--- src/rtl/varcic_interp.sv ---
// varcic_interp: variable-rate CIC interpolator, R in {2,4,5,8,10,20,40}; define VARCIC_INTERP_ROUND_EN for a rounded, saturating output
module varcic_interp #(
  parameter int STAGES    = 5,
  parameter int IN_WIDTH  = 16,
  parameter int ACC_WIDTH = 40,
  parameter int OUT_WIDTH = 16
) (
  input  logic                        clock,
  input  logic                        reset_n,
  input  logic [5:0]                  interpolation,
  input  logic                        out_strobe,
  input  logic signed [IN_WIDTH-1:0]  in_data,
  output logic                        in_strobe,
  output logic signed [OUT_WIDTH-1:0] out_data,
  output logic                        out_valid
);
  localparam logic signed [OUT_WIDTH-1:0] MAX_POS = {1'b0, {(OUT_WIDTH-1){1'b1}}};
  logic [5:0] phase, r_lat, r_eff, phase_nxt;
  logic [6:0] phase_inc;
  logic tick0;
  logic [4:0] growth;
  logic [7:0] shift;
  logic signed [ACC_WIDTH-1:0] comb_q  [STAGES];
  logic signed [ACC_WIDTH-1:0] dly_q   [STAGES];
  logic signed [ACC_WIDTH-1:0] comb_in [STAGES];
  logic signed [ACC_WIDTH-1:0] integ_q [STAGES];
  logic signed [OUT_WIDTH-1:0] slice, out_nxt;
`ifdef VARCIC_INTERP_ROUND_EN
  logic rbit;
`endif
  // phase-0 detection; the ratio latched on this very tick already sets this period's length
  always_comb begin
    tick0 = out_strobe && (phase == 6'd0);
    r_eff = tick0 ? interpolation : r_lat;
    phase_inc = {1'b0, phase} + 7'd1;
    phase_nxt = (phase_inc >= {1'b0, r_eff}) ? 6'd0 : phase_inc[5:0];
  end
  // per-ratio bit growth selects the output slice; unsupported ratios give zero growth and a zero output
  always_comb begin
    growth = (r_lat == 6'd2)  ? 5'd4  :
             (r_lat == 6'd4)  ? 5'd8  :
             (r_lat == 6'd5)  ? 5'd10 :
             (r_lat == 6'd8)  ? 5'd12 :
             (r_lat == 6'd10) ? 5'd14 :
             (r_lat == 6'd20) ? 5'd18 :
             (r_lat == 6'd40) ? 5'd22 : 5'd0;
    shift = 8'(IN_WIDTH - OUT_WIDTH) + 8'(growth);
    slice = OUT_WIDTH'(integ_q[STAGES-1] >>> shift);
`ifdef VARCIC_INTERP_ROUND_EN
    rbit = 1'(integ_q[STAGES-1] >>> (shift - 8'd1));
    out_nxt = (growth == 5'd0) ? '0 : (slice == MAX_POS) ? slice : slice + OUT_WIDTH'(rbit);
`else
    out_nxt = (growth == 5'd0) ? '0 : slice;
`endif
  end
  // comb stage inputs: sign-extended sample into stage 0, each later stage fed by its predecessor
  always_comb begin
    comb_in[0] = ACC_WIDTH'(in_data);
    for (int i = 1; i < STAGES; i++) comb_in[i] = comb_q[i-1];
  end
  // pacing, handshake pulses and the registered output sample
  always_ff @(posedge clock or negedge reset_n) begin
    if (!reset_n) begin
      phase <= '0;
      r_lat <= '0;
      in_strobe <= 1'b0;
      out_valid <= 1'b0;
      out_data <= '0;
    end else begin
      in_strobe <= tick0;
      out_valid <= out_strobe;
      if (out_strobe) phase <= phase_nxt;
      if (out_strobe) out_data <= out_nxt;
      if (tick0) r_lat <= interpolation;
    end
  end
  // comb section runs at the low rate, advancing only on phase-0 ticks
  always_ff @(posedge clock or negedge reset_n) begin
    if (!reset_n) begin
      for (int i = 0; i < STAGES; i++) begin
        comb_q[i] <= '0;
        dly_q[i] <= '0;
      end
    end else if (tick0) begin
      for (int i = 0; i < STAGES; i++) begin
        comb_q[i] <= comb_in[i] - dly_q[i];
        dly_q[i] <= comb_in[i];
      end
    end
  end
  // integrators run at the high rate on zero-stuffed input; wrap-around is intended
  always_ff @(posedge clock or negedge reset_n) begin
    if (!reset_n) begin
      for (int i = 0; i < STAGES; i++) integ_q[i] <= '0;
    end else if (out_strobe) begin
      integ_q[0] <= integ_q[0] + (tick0 ? comb_q[STAGES-1] : '0);
      for (int i = 1; i < STAGES; i++) integ_q[i] <= integ_q[i] + integ_q[i-1];
    end
  end
endmodule

--- config.mk ---
export PLATFORM = sky130hd
export DESIGN_NAME = varcic_interp
export DESIGN_NICKNAME = d
export VERILOG_FILES = /design/src/rtl/varcic_interp.sv
export SDC_FILE = /design/constraint.sdc
export NUM_CORES = 2
export LEC_CHECK = 0
export CAP_MARGIN = 40
export CORE_UTILIZATION = 60
export CTS_BUF_LIST = sky130_fd_sc_hd__clkbuf_2
export DETAILED_ROUTE_END_ITERATION = 8
export PLACE_DENSITY = 0.8
export SKIP_CTS_REPAIR_TIMING = 1
export SYNTH_ARGS = -nofsm -noshare
export SYNTH_HDL_FRONTEND = slang
export SYNTH_SLANG_ARGS = --single-unit
--- constraint.sdc ---
create_clock -name clock -period 4.6 [get_ports clock]
set_clock_uncertainty 0.05 [all_clocks]
set_input_delay 0.92 -clock clock [delete_from_list [all_inputs] [get_ports clock]]
set_output_delay 0.92 -clock clock [all_outputs]
set_load 0.05 [all_outputs]
==> results.txt <==
----------------------------------------------------
[Status]
  Outcome ... complete, no violations

[Routing]
  Routed WL ... 81770 um
  Met3 routed wirelength ... 2993 um
  Average detailed-routed wire length per instance ... 15.24 um
  Number of remaining DRC errors ... 0
  Met2 Wirelength ... 39570 um
  Number of vias per cell after detailed routing ... 5.740
  Residual antenna-violating net count after detailed routing ... 0
  Metal1 wirelength ... 36520 um
  Max Used Layer ... met4
  Detailed-router iteration count before antenna repair ... 6
  Count of vias placed by the detailed router ... 30799
  Number of design-rule violations left by the first detailed-router iteration ... 1624

[Floorplan]
  Die outline height ... 255.6 um
  Initial standard-cell utilization of the core ... 60.97%
  Core Box Area ... 63310 um^2
  Overall die area ... 65350 um^2
  Number of top-level pins ... 43
  Horizontal die dimension ... 255.6 um
  Row count ... 92

[Clock tree]
  Root Buffer ... sky130_fd_sc_hd__clkbuf_2
  # H-tree levels ... 4
  TritonCTS clock tree ... yes
  Number of clock sinks seen by CTS ... 560
  Number of clock buffers inserted by TritonCTS ... 155
  Clock edge transition at the registers on the reported setup and hold paths ... 0.12 ns
  Max clock buf depth ... 3
  Clock insertion delay at the later pin of the skew report ... 1.34 ns

[Setup path]
  Data required time at the worst endpoint ... 5.72 ns
  Crit end category ... register
  Maximum net fanout on the critical path ... 42
  Arrival time at the worst endpoint ... 5.34 ns
  CP startpoint kind ... register
  Startpoint-to-endpoint class of the critical path ... reg -> reg

[Hold path]
  Class of the most critical hold timing path ... in -> reg

[Timing]
  Max Slew Vio Count ... 0
  Setup total negative slack ... 0 ns
  Maximum clock frequency ... 236.8 MHz
  Setup violations, final ... 0
  Share of the cycle needed by the critical path after routing ... 91.80%
  Period minus WS final ... 4.223 ns
  Normalized max-slew margin ... 28.49%
  RSZ-0062 raised after global routing ... false
  Tightest Pin Transition ... 1.073 ns
  Hold Vio Cnt, Final ... 0

[Synthesis]
  Synth Flop Type ... sky130_fd_sc_hd__dfrtp_1
  Mean cell area of the mapped netlist ... 8.910 um^2
  Number of synthesized flops with an enable pin ... 0
  Fraction of registers with async set/reset ... 100.0%
  Post-Syn Instances ... 4332
  Library cells used by synthesis ... 79
  Seq cells post-synth ... 560
  Sequential cell area fraction in the yosys report ... 36.30%
  Number of nets in the synthesized netlist ... 4721
  Warnings from Yosys ... 0
  Area of the mapped netlist ... 38600 um^2

[Placed design]
  Post-detailed-placement half-perimeter wirelength ... 59970 um
  Number of input and output port buffers inserted ... 42
  GP Congestion ... 0.9145
  Area post-placement ... 39950 um^2

[Global route]
  Global-route wire length before repair ... 141200 um
  Number of global-route vias before repair ... 30245
  Total global routing track utilization ... 25.40%
  Number of antenna violations at the first check in global routing ... 2
  Maximum number of pins on one net before global-route repair ... 262
  Remaining global-route overflow ... 0

[Layout]
  Area grow syn2layout ... 7.173%
  NumNets Final ... 4804
  Post-route cell area ... 41370 um^2
  Ratio of cells with drive above 1 in the final layout ... 10.12%

[Job]
  Maximum capacitance violations ... 0

----------------------------------------------------
==> cells by family after synthesis <==
family	after synthesis	synth area share, %
buffers and inverters	407	3.984
adders and majority gates	364	12.01
muxes	212	6.000
AOI/OAI and AO/OA	1343	21.44
DFF	560	36.30
xor gates and xnor gates	290	6.580
and+or+nand+nor	1156	13.68
==> per-layer routing <==
metal / up-vias / GRT usage, %
met2: 555 / 43.43
met5: - / 0
met3: 184 / 3.842
li1: 15645 / -
met1: 14415 / 31.94
met4: 0 / 10.89
==> flip-flops by register name, indices dropped and copies added, names as in the netlist <==
name / count
integ_q: 200
dly_q: 153
comb_in: 137
comb_q: 40
out_data: 16
phase: 6
r_lat: 6
in_strobe: 1
out_valid: 1
==> metrics by stage <==
stage / hold slack (ns) / setup WS (ns) / std cells / utilization, %
4_1_cts: -0.5222 / 0.4062 / 5363 / 65.32
2_1_floorplan: 0.3902 / 0.003171 / 4332 / -
3_3_place_gp: 0.4020 / 0.3364 / 5101 / 63.02
5_1_grt: 0.09871 / 0.04644 / 5365 / 65.34
3_5_place_dp: 0.4122 / 0.2331 / 5103 / 63.10
6_report: 0.1267 / 0.3770 / 5366 / 65.34
==> path summary, 6_finish.rpt <==
kind	start	endpoint	slack (ns)	cells after the start
min in group asynchronous	reset_n	out_data[12]$_DFFE_PN0P_	0.14	2
max in group asynchronous	reset_n	dly_q[81]$_DFFE_PN0N_	3.26	3
setup / recovery	phase[2]$_DFFE_PN0P_	integ_q[199]$_DFFE_PN0P_	0.38	17
setup reg to reg	phase[2]$_DFFE_PN0P_	integ_q[199]$_DFFE_PN0P_	0.38	17
hold reg to reg	comb_in[25]$_DFFE_PN0N_	dly_q[25]$_DFFE_PN0N_	0.39	2
hold / removal	in_data[9]	dly_q[169]$_DFFE_PN0N_	0.13	3
==> area by class of cell <==
type                       count  area [um^2]
fill                        5291        21940
multi-input combinational   3365        23090
antenna                        2        5.005
tap                          846         1059
timing repair buffer          75        819.5
inverter                     258        975.9
clock buffer                 211         1056
clock inverter                49        345.3
sequential                   560        14010
==> critical path, stage by stage, from the launching register on <==
cell,delay (ns)
sky130_fd_sc_hd__dfrtp_1,0.45
sky130_fd_sc_hd__nor4_1,0.48
sky130_fd_sc_hd__nand3_4,0.16
sky130_fd_sc_hd__inv_8,0.11
sky130_fd_sc_hd__buf_12,0.19
sky130_fd_sc_hd__and2_1,0.15
sky130_fd_sc_hd__ha_1,0.28
sky130_fd_sc_hd__a21o_1,0.22
sky130_fd_sc_hd__a21o_1,0.18
sky130_fd_sc_hd__a21oi_1,0.20
sky130_fd_sc_hd__o21ai_0,0.11
sky130_fd_sc_hd__and2_1,0.17
sky130_fd_sc_hd__or4_1,0.47
sky130_fd_sc_hd__a311o_1,0.29
sky130_fd_sc_hd__a31oi_1,0.17
sky130_fd_sc_hd__xor2_1,0.16
sky130_fd_sc_hd__nand2_1,0.08
sky130_fd_sc_hd__xnor2_1,0.16
==> cell usage in the layout, fill, tap and decap left out, drive strengths merged, types with 41 or more instances in the layout <==
cell / count
a21o: 171
a21oi: 326
and2: 69
clkbuf: 212
dfrtp: 560
ha: 353
inv: 264
mux2: 155
mux2i: 57
nand2: 523
nand2b: 51
nand3: 70
nor2: 213
nor2b: 45
nor3: 60
o21a: 59
o21ai: 471
o21bai: 45
o31ai: 41
xnor2: 196
xor2: 94
==> Yosys cell counts (10+ instances only) <==
| master | count | share of area (%) |
|---|---|---|
| sky130_fd_sc_hd__dfrtp_1 | 560 | 36 |
| sky130_fd_sc_hd__nand2_1 | 523 | 5.1 |
| sky130_fd_sc_hd__o21ai_0 | 457 | 5.9 |
| sky130_fd_sc_hd__ha_1 | 353 | 11 |
| sky130_fd_sc_hd__a21oi_1 | 323 | 4.2 |
| sky130_fd_sc_hd__inv_1 | 258 | 2.5 |
| sky130_fd_sc_hd__nor2_1 | 213 | 2.1 |
| sky130_fd_sc_hd__xnor2_1 | 196 | 4.4 |
| sky130_fd_sc_hd__a21o_1 | 171 | 3.3 |
| sky130_fd_sc_hd__mux2_2 | 155 | 4.5 |
| sky130_fd_sc_hd__clkbuf_1 | 135 | 1.3 |
| sky130_fd_sc_hd__xor2_1 | 94 | 2.1 |
| sky130_fd_sc_hd__nand3_1 | 70 | 0.91 |
| sky130_fd_sc_hd__and2_1 | 69 | 1.1 |
| sky130_fd_sc_hd__nor3_1 | 60 | 0.78 |
| sky130_fd_sc_hd__o21a_1 | 59 | 1.1 |
| sky130_fd_sc_hd__mux2i_1 | 57 | 1.5 |
| sky130_fd_sc_hd__nand2b_1 | 51 | 0.83 |
| sky130_fd_sc_hd__nor2b_1 | 45 | 0.73 |
| sky130_fd_sc_hd__o21bai_1 | 45 | 0.88 |
| sky130_fd_sc_hd__o31ai_1 | 40 | 0.78 |
| sky130_fd_sc_hd__and3_1 | 38 | 0.62 |
| sky130_fd_sc_hd__a31oi_1 | 36 | 0.58 |
| sky130_fd_sc_hd__a211oi_1 | 34 | 0.66 |
| sky130_fd_sc_hd__nand4_1 | 28 | 0.45 |
| sky130_fd_sc_hd__o211ai_1 | 17 | 0.33 |
| sky130_fd_sc_hd__or3_1 | 15 | 0.24 |
| sky130_fd_sc_hd__a21boi_0 | 14 | 0.27 |
| sky130_fd_sc_hd__o21ai_1 | 14 | 0.18 |
| sky130_fd_sc_hd__a2111oi_0 | 12 | 0.27 |
| sky130_fd_sc_hd__fa_1 | 11 | 0.57 |
| sky130_fd_sc_hd__or2_2 | 11 | 0.18 |
| sky130_fd_sc_hd__a221oi_1 | 10 | 0.23 |
| sky130_fd_sc_hd__buf_1 | 10 | 0.097 |
Power is not shown: default switching activity piles up to over one toggle a cycle in this logic, so the estimate is an artifact.
